$ cat config.mk
export PLATFORM = sky130hd
export DESIGN_NAME = i2s_tx
export DESIGN_NICKNAME = d
export VERILOG_FILES = /design/src/rtl/i2s_pkg.sv /design/src/rtl/i2s_clkgen.sv /design/src/rtl/i2s_tx.sv
export SDC_FILE = /design/constraint.sdc
export NUM_CORES = 1
export LEC_CHECK = 0
export CAP_MARGIN = 0
export CORE_MARGIN = 2
export CORE_UTILIZATION = 46
export DETAILED_ROUTE_END_ITERATION = 8
export PLACE_DENSITY_LB_ADDON = 0.3
export SLEW_MARGIN = 30
export SYNTH_ARGS = -nofsm -noshare
export SYNTH_HDL_FRONTEND = slang
export SYNTH_SLANG_ARGS = --single-unit
$ cat constraint.sdc
create_clock -name clk_i -period 6.4 [get_ports clk_i]
set_clock_uncertainty 0.2 [all_clocks]
set_input_delay 0.96 -clock clk_i [delete_from_list [all_inputs] [get_ports clk_i]]
set_output_delay 0.96 -clock clk_i [all_outputs]
set_load 0.05 [all_outputs]
$ cat src/rtl/i2s_pkg.sv
// rtl/i2s_pkg.sv - shared I2S link constants and sample type for the RX and TX ends
package i2s_pkg;

  // Bit-clock periods per channel slot and per stereo frame
  localparam int SLOT_W     = 32;
  localparam int FRAME_BITS = 2 * SLOT_W;

  // Equalizer sample as carried on the link
  typedef logic signed [23:0] sample_t;

endpackage

$ cat src/rtl/i2s_clkgen.sv
// rtl/i2s_clkgen.sv - bit-clock divider producing bclk and a falling-edge strobe
module i2s_clkgen #(
  parameter int SCLK_DIV = 4
) (
  input  logic clk_i,
  input  logic rst_i,
  output logic bclk_o,
  output logic fall_o
);

  localparam int DW = (SCLK_DIV > 1) ? $clog2(SCLK_DIV) : 1;

  logic [DW-1:0] div_cnt;
  logic          wrap;

  assign wrap   = (div_cnt == DW'(SCLK_DIV - 1));
  // High in the cycle whose closing edge takes bclk from 1 to 0
  assign fall_o = wrap && bclk_o;

  // Half-period divider: toggle bclk every SCLK_DIV clocks
  always_ff @(posedge clk_i or posedge rst_i) begin
    if (rst_i) begin
      div_cnt <= '0;
      bclk_o  <= 1'b0;
    end else if (wrap) begin
      div_cnt <= '0;
      bclk_o  <= ~bclk_o;
    end else begin
      div_cnt <= div_cnt + DW'(1);
    end
  end

endmodule

$ cat src/rtl/i2s_tx.sv
// rtl/i2s_tx.sv - I2S master transmitter, mono sample duplicated on both slots; option I2S_TX_UNDERRUN_HOLD_EN
module i2s_tx #(
  parameter int SAMPLE_W = 24,
  parameter int SLOT_W   = 32,
  parameter int SCLK_DIV = 4
) (
  input  logic                       clk_i,
  input  logic                       rst_i,
  input  logic signed [SAMPLE_W-1:0] sample_i,
  input  logic                       sample_valid_i,
  output logic                       sample_ready_o,
  output logic                       bclk_o,
  output logic                       lrclk_o,
  output logic                       sdata_o,
  output logic                       underrun_o
);
  import i2s_pkg::*;

  localparam int FRAME_N = 2 * SLOT_W;
  localparam int CW      = $clog2(FRAME_N);

  logic                       fall;
  logic [CW-1:0]              bit_cnt;
  logic [CW-1:0]              nxt_cnt;
  logic                       frame_start;
  logic                       slot_start;
  logic                       xfer;
  logic                       hold_full;
  logic signed [SAMPLE_W-1:0] hold;
  logic signed [SAMPLE_W-1:0] active;
  logic signed [SAMPLE_W-1:0] nxt_active;
  logic [SAMPLE_W-1:0]        shreg;

  i2s_clkgen #(
    .SCLK_DIV (SCLK_DIV)
  ) u_clkgen (
    .clk_i  (clk_i),
    .rst_i  (rst_i),
    .bclk_o (bclk_o),
    .fall_o (fall)
  );

  // Next bit position, frame/slot boundaries and the sample the next frame will carry
  always_comb begin
    nxt_cnt     = (bit_cnt == CW'(FRAME_N - 1)) ? '0 : bit_cnt + CW'(1);
    frame_start = fall && (bit_cnt == CW'(FRAME_N - 1));
    slot_start  = (nxt_cnt == '0) || (nxt_cnt == CW'(SLOT_W));
    xfer        = sample_valid_i && sample_ready_o;
    if (hold_full) begin
      nxt_active = hold;
    end else begin
`ifdef I2S_TX_UNDERRUN_HOLD_EN
      // Starved: repeat the last sample rather than drop to silence
      nxt_active = active;
`else
      nxt_active = '0;
`endif
    end
  end

  // Bit counter, word select and serializer, all advanced on bclk falling edges
  always_ff @(posedge clk_i or posedge rst_i) begin
    if (rst_i) begin
      bit_cnt <= CW'(FRAME_N - 1);
      lrclk_o <= 1'b0;
      sdata_o <= 1'b0;
      shreg   <= '0;
    end else if (fall) begin
      bit_cnt <= nxt_cnt;
      lrclk_o <= (nxt_cnt >= CW'(SLOT_W));
      if (slot_start) begin
        // One-bclk I2S delay: slot position 0 is always a zero, MSB follows
        sdata_o <= 1'b0;
        shreg   <= frame_start ? nxt_active : active;
      end else begin
        // Zeros shift in behind the sample, so padding bits come out as 0
        sdata_o <= shreg[SAMPLE_W-1];
        shreg   <= {shreg[SAMPLE_W-2:0], 1'b0};
      end
    end
  end

  // Holding register handshake and frame-start hand-over to the active sample
  always_ff @(posedge clk_i or posedge rst_i) begin
    if (rst_i) begin
      hold           <= '0;
      hold_full      <= 1'b0;
      sample_ready_o <= 1'b1;
      active         <= '0;
      underrun_o     <= 1'b0;
    end else begin
      underrun_o <= frame_start && !hold_full;
      if (frame_start) begin
        active <= nxt_active;
      end
      if (frame_start && hold_full) begin
        // Ready was low this cycle, so no new sample can collide with the hand-over
        hold_full      <= 1'b0;
        sample_ready_o <= 1'b1;
      end else if (xfer) begin
        hold           <= sample_i;
        hold_full      <= 1'b1;
        sample_ready_o <= 1'b0;
      end
    end
  end

endmodule
== Yosys cells after proc, flatten, opt, wreduce, memory -nomap -nowiden ==
Cells that the tools add are included.
Widths: inputs -> output; s select.

* Add/sub/neg operators: 2
* Order comparisons: 1
* Eq/ne operators: 3
* Muxes and demuxes: 10
* Bitwise operators: 2
* Reductions and logical operators: 10

{| class="wikitable"
|+ Operators with widths
! kind !! count
|-
| $mux 24 || 3
|-
| $eq 6x6->1 const B || 2
|-
| $add 6x1->6 const B || 1
|-
| $ge 6x6->1 const B || 1
|-
| $logic_not 6->1 || 1
|-
| $mux 6 || 1
|-
| $logic_and 1x1->1 || 5
|-
| $mux 1 || 5
|-
| $add 2x1->2 const B || 1
|-
| $eq 2x2->1 const B || 1
|-
| $mux 2 || 1
|-
| $not 1->1 || 2
|-
| $reduce_and 2->1 || 1
|-
| $reduce_bool 2->1 || 1
|-
| $logic_not 1->1 || 1
|-
| $logic_or 1x1->1 || 1
|}

* Register bits after elaboration: 86
* Input bits: 27
* Output and inout port bits: 5
* Logic and storage cells: 39

== Depth between registers and ports, before layout ==
* Word-level depth: 6
* Depth in mapped cells: 7
* Depth with buffers taken out: 5

== Hierarchy ==
Synthesis repeated with hierarchy kept, for this count alone.

* Cell total of the unflattened synthesis: 379
* Area total of the unflattened synthesis: 4016.4 µm²

{| class="wikitable"
|+ By module, submodules not included
! module !! instances !! cells each !! area each (µm²) !! sequential area each (µm²)
|-
| i2s_tx || 1 || 371 || 3905.0 || 2085.8
|-
| i2s_clkgen || 1 || 8 || 111.4 || 75.1
|}

== Worst setup path after synthesis ==
OpenSTA, ideal clock, no wires.

* Path kind: flip-flop to flip-flop
* Start: register bit_cnt[0]
* End: register shreg[10]
* Setup time: 0.095 ns
* Arrival time: 2.034 ns
* Data required time: 6.105 ns
* Setup slack: 4.070 ns
* Stages on the path, launching flop included: 7
* Buffers on the path: 1
* Clock period less this slack: 2.330 ns
* Cells stage by stage: dfstp_2 -> ha_1 -> nand3_1 -> nor3_4 -> buf_4 -> mux2_2 -> o31ai_1

* Longest elaborated chain between the ends: 5
* Elaborated cells between the ends (all ways): 9
* Classes of those cells: add/sub: 1; eq/ne: 2; mux: 3; reduce/logical: 3

{| class="wikitable"
|+ Ends and longest elaborated chain
! element !! RTL line !! text
|-
| from (decl) || i2s_tx.sv:23 || <nowiki>logic [CW-1:0] bit_cnt;</nowiki>
|-
| from (signal assigned) || i2s_tx.sv:64 || <nowiki>bit_cnt <= CW'(FRAME_N - 1);</nowiki>
|-
| from (signal assigned) || i2s_tx.sv:69 || <nowiki>bit_cnt <= nxt_cnt;</nowiki>
|-
| $add 6x1->6 / $eq 6x6->1 (equally long branches) || i2s_tx.sv:45, i2s_tx.sv:46 ||
|-
| $mux 6 || i2s_tx.sv:45 || <nowiki>nxt_cnt = (bit_cnt == CW'(FRAME_N - 1)) ? '0 : bit_cnt + CW'(1);</nowiki>
|-
| $eq 6x6->1 / $logic_not 6->1 (equally long branches) || i2s_tx.sv:47 || <nowiki>slot_start = (nxt_cnt == '0) || (nxt_cnt == CW'(SLOT_W));</nowiki>
|-
| $logic_or 1x1->1 || i2s_tx.sv:47 ||
|-
| $mux 24 * || i2s_tx.sv:71 || <nowiki>if (slot_start) begin</nowiki>
|-
| to (signal assigned) || i2s_tx.sv:74 || <nowiki>shreg <= frame_start ? nxt_active : active;</nowiki>
|-
| to (signal assigned) || i2s_tx.sv:78 || <nowiki>shreg <= {shreg[SAMPLE_W-2:0], 1'b0};</nowiki>
|-
| to (decl) || i2s_tx.sv:32 || <nowiki>logic [SAMPLE_W-1:0] shreg;</nowiki>
|}

Every way passes the cells marked *; elsewhere a longest branch is shown, timed or not.
A chain may end at the register's enable or synchronous reset.

== Worst setup path in the final report ==
* Start: register u_clkgen.div_cnt[0]
* End: register hold[11]

* Longest elaborated chain between the ends: 6

{| class="wikitable"
|+ Ends and longest elaborated chain
! element !! RTL line !! text
|-
| from (decl) || i2s_clkgen.sv:13 || <nowiki>logic [DW-1:0] div_cnt;</nowiki>
|-
| from (signal assigned) || i2s_clkgen.sv:29 || <nowiki>div_cnt <= div_cnt + DW'(1);</nowiki>
|-
| $eq 2x2->1 || i2s_clkgen.sv:16 || <nowiki>assign wrap = (div_cnt == DW'(SCLK_DIV - 1));</nowiki>
|-
| $logic_and 1x1->1 || i2s_clkgen.sv:18 || <nowiki>assign fall_o = wrap && bclk_o;</nowiki>
|-
| $logic_and 1x1->1 || i2s_tx.sv:46 || <nowiki>frame_start = fall && (bit_cnt == CW'(FRAME_N - 1));</nowiki>
|-
| $logic_and 1x1->1 || i2s_tx.sv:96 || <nowiki>if (frame_start && hold_full) begin</nowiki>
|-
| $not 1->1 (no line) || -- ||
|-
| $reduce_and 2->1 (no line) || -- ||
|-
| to (signal assigned) || i2s_tx.sv:101 || <nowiki>hold <= sample_i;</nowiki>
|-
| to (decl) || i2s_tx.sv:29 || <nowiki>logic signed [SAMPLE_W-1:0] hold;</nowiki>
|}

Every way passes these cells.

==> impl_metrics.yaml <==
status:
  status: "finished, final reports clean"
timing:
  fmax_mhz: 301
  layout_min_cycle_time_ns: 3.32
  slew_violations: 0
  max-slew-margin-rel: 0.413
  finalSetupViolations: 0
  fin_crit_sh: 0.519
  fin_hold_ws_ns: 0.247
  hold_viol: 0
  fin_setup_tns_ns: 0
  rsz0062_at_grt: "no"
  fin_ws_ns: 3.08
  tightestPinTransition_ns: 0.877
power_and_ir_drop:
  powerDensity_nw_per_um2: 231
  power.total_w: 0.00105
  p_sw_frac: 0.211
  pwr-share-clk: 0.402
  switchingPower_w: 0.000221
  max-vdd-ir-drop_uv: 105
  power.leakage_nw: 2.15
  sequentialPowerShare: 0.544
  power_frac_comb: 0.055
  internal_power_w: 0.000828
synth:
  yosysTopAreaCell: "dfrtp_1"
  synth-edff-count: 0
  synth_nets: 377
  yosysWarnings: 0
  syn_avg_cell_area_um2: 11.3
  synth_cell_types: 29
  async_flop_share: 1.00
  synth_top_cells_by_area: "dfrtp_1, mux2_2, mux2_4"
  netlist_instances: 348
  synth_top_area_share: 0.502
  synth_top_flop_cell: "dfrtp_1"
  ys_ff_latch: 86
  ys_seq_area_frac: 0.549
  syn-cell-area_um2: 3940
drt:
  first_pass_iters: 4
  drt_wl_total_mm: 6.57
  vias: 2446
  drtIter0Drc: 120
  vias_per_cell: 5.07
  wl_per_cell_um: 13.6
  remaining_drc_errors: 0
  antenna_left: 0
final_layout:
  antenna_cells: 0
  drive_gt1_frac: 0.218
  fin_nets: 401
  n_fill_cell: 742
  syn_to_final_growth_pct: 15.4
  layout_commonest_cell: "dfrtp_1"
  layout_common_cells: "dfrtp_1, inv_1, nand2_1"
  multi_input_area_um2: 1470
  seqCellArea_um2: 2160
placement:
  dpl_worst_slack_ns: 3.00
  numPortBuffers: 31
  gp_congestion: 0.771
  dp_hpwl_mm: 4.09
floorplanning:
  die_h_um: 96.5
  die_w_um: 96.5
  core_um2: 8260
  io_pins: 32
  row_count: 33
  initial_core_util: 0.477
  die_area_um2: 9310
critical_path:
  cp.required_ns: 6.44
  start_kind: "flop"
  critPathArrivalTime_ns: 3.36
  cp_max_fo: 55
  crit_path_end_kind: "flop"
  crit_type: "flop to flop"
grt:
  grt_pass1_wl_mm: 11.1
  grt_pass1_vias: 2463
  grtUsageTotal: 0.157
  antenna_found_initial: 0
  grt_util_met3: 0.0489
  grt_overflow: 0
  grt_use_met1: 0.191
  grt.busiest_layer: "met2"
  grt_util_met2: 0.260
  grt_start_max_net_pins: 78
clocking:
  cts_buffers: 9
  cts_hold_buf: 0
  root_buffer: "clkbuf_8"
  htreeDepth: 3
  cts_sinks: 86
  cts_tree: "yes"
  cts_setup_buffers: 0
  clockBufferDepth: 2
  cts-resized-gates: 0
  worstSkewPairLatency_ns: 0.36
  clkTransAtPathRegs_ns: 0.08
run:
  drv_cap: 0
worst_hold_path:
  hold_path_class: "flop to flop"
area by class of cell:
| class | count | share of cell area |
|---|---|---|
| clock buffers | 10 | 0.0303 |
| clock inverters | 6 | 0.0185 |
| inverters | 51 | 0.0424 |
| multi-input cells | 189 | 0.324 |
| flip-flops and latches | 86 | 0.476 |
| well taps | 105 | 0.0289 |
| repair buffers | 35 | 0.0802 |
cells in the mapped netlist, types with 5 or more instances:
| library cell | count |
|---|---|
| o21ai_0 | 6 |
| buf_2 | 5 |
| and2_1 | 24 |
| inv_1 | 51 |
| mux2_4 | 20 |
| o31ai_1 | 25 |
| dfrtp_1 | 79 |
| a31oi_1 | 26 |
| clkbuf_1 | 12 |
| dfstp_2 | 7 |
| mux2_2 | 28 |
| nand2_1 | 36 |
stage by stage:
| step | utilization | cells | area (um2) |
|---|---|---|---|
| after floorplan | - | 348 | 3940 |
| after global placement | 0.519 | 465 | 4290 |
| after detailed placement | 0.523 | 466 | 4320 |
| after CTS | 0.549 | 482 | 4540 |
| after global routing | 0.550 | 482 | 4540 |
| final | 0.550 | 482 | 4540 |
cell families after synthesis:
group	count (synthesis)	share of synthesized area
muxes	48	0.156
adders and majority gates	2	0.00636
buffers and inverters	73	0.0779
and+or+nand+nor	74	0.0957
DFF	86	0.549
AOI/OAI and AO/OA	62	0.108
xor gates and xnor gates	3	0.00668
state kept, by name, summed over array words and instances, names as in the netlist:
signal,cells
sample_ready_o,1
underrun_o,1
hold,24
active,24
u_clkgen.div_cnt,2
hold_full,1
lrclk_o,1
u_clkgen.bclk_o,1
bit_cnt,6
sdata_o,1
shreg,24
final timing paths:
check,endpoint,cells past startpoint,startpoint,slack (ns)
max in group asynchronous,hold_full,3,rst_i,4.46
max,hold[11],7,u_clkgen.div_cnt[0],3.08
max reg2reg,hold[11],7,u_clkgen.div_cnt[0],3.08
min reg2reg,u_clkgen.div_cnt[0],1,u_clkgen.div_cnt[0],0.25
min in group asynchronous,hold[0],2,rst_i,0.61
min,u_clkgen.div_cnt[0],1,u_clkgen.div_cnt[0],0.25
power by group through the flow:
stage / sequential [W] / combinational, W / clock [W]
floorplan: 0.000578 / 0.0000365 / 0
global placement: 0.000581 / 0.0000577 / 0
detailed placement: 0.000581 / 0.0000589 / 0
CTS: 0.000571 / 0.0000593 / 0.000436
global route: 0.000573 / 0.0000648 / 0.000454
finish: 0.000570 / 0.0000576 / 0.000421
critical path, stage by stage (launching register included):
cell and delay, ns:
dfrtp_1 0.36, ha_1 0.24, nand2_2 0.52, nor3_4 0.75, buf_4 0.35, a21oi_4 0.21
buf_16 0.25, mux2_4 0.29
layer usage:
metal	up-vias	routed length, um
met3	9	247
li1	1214	-
met5	-	0
met4	0	94
met2	31	3210
met1	1192	3020
Power figures use the tool's default switching activity.
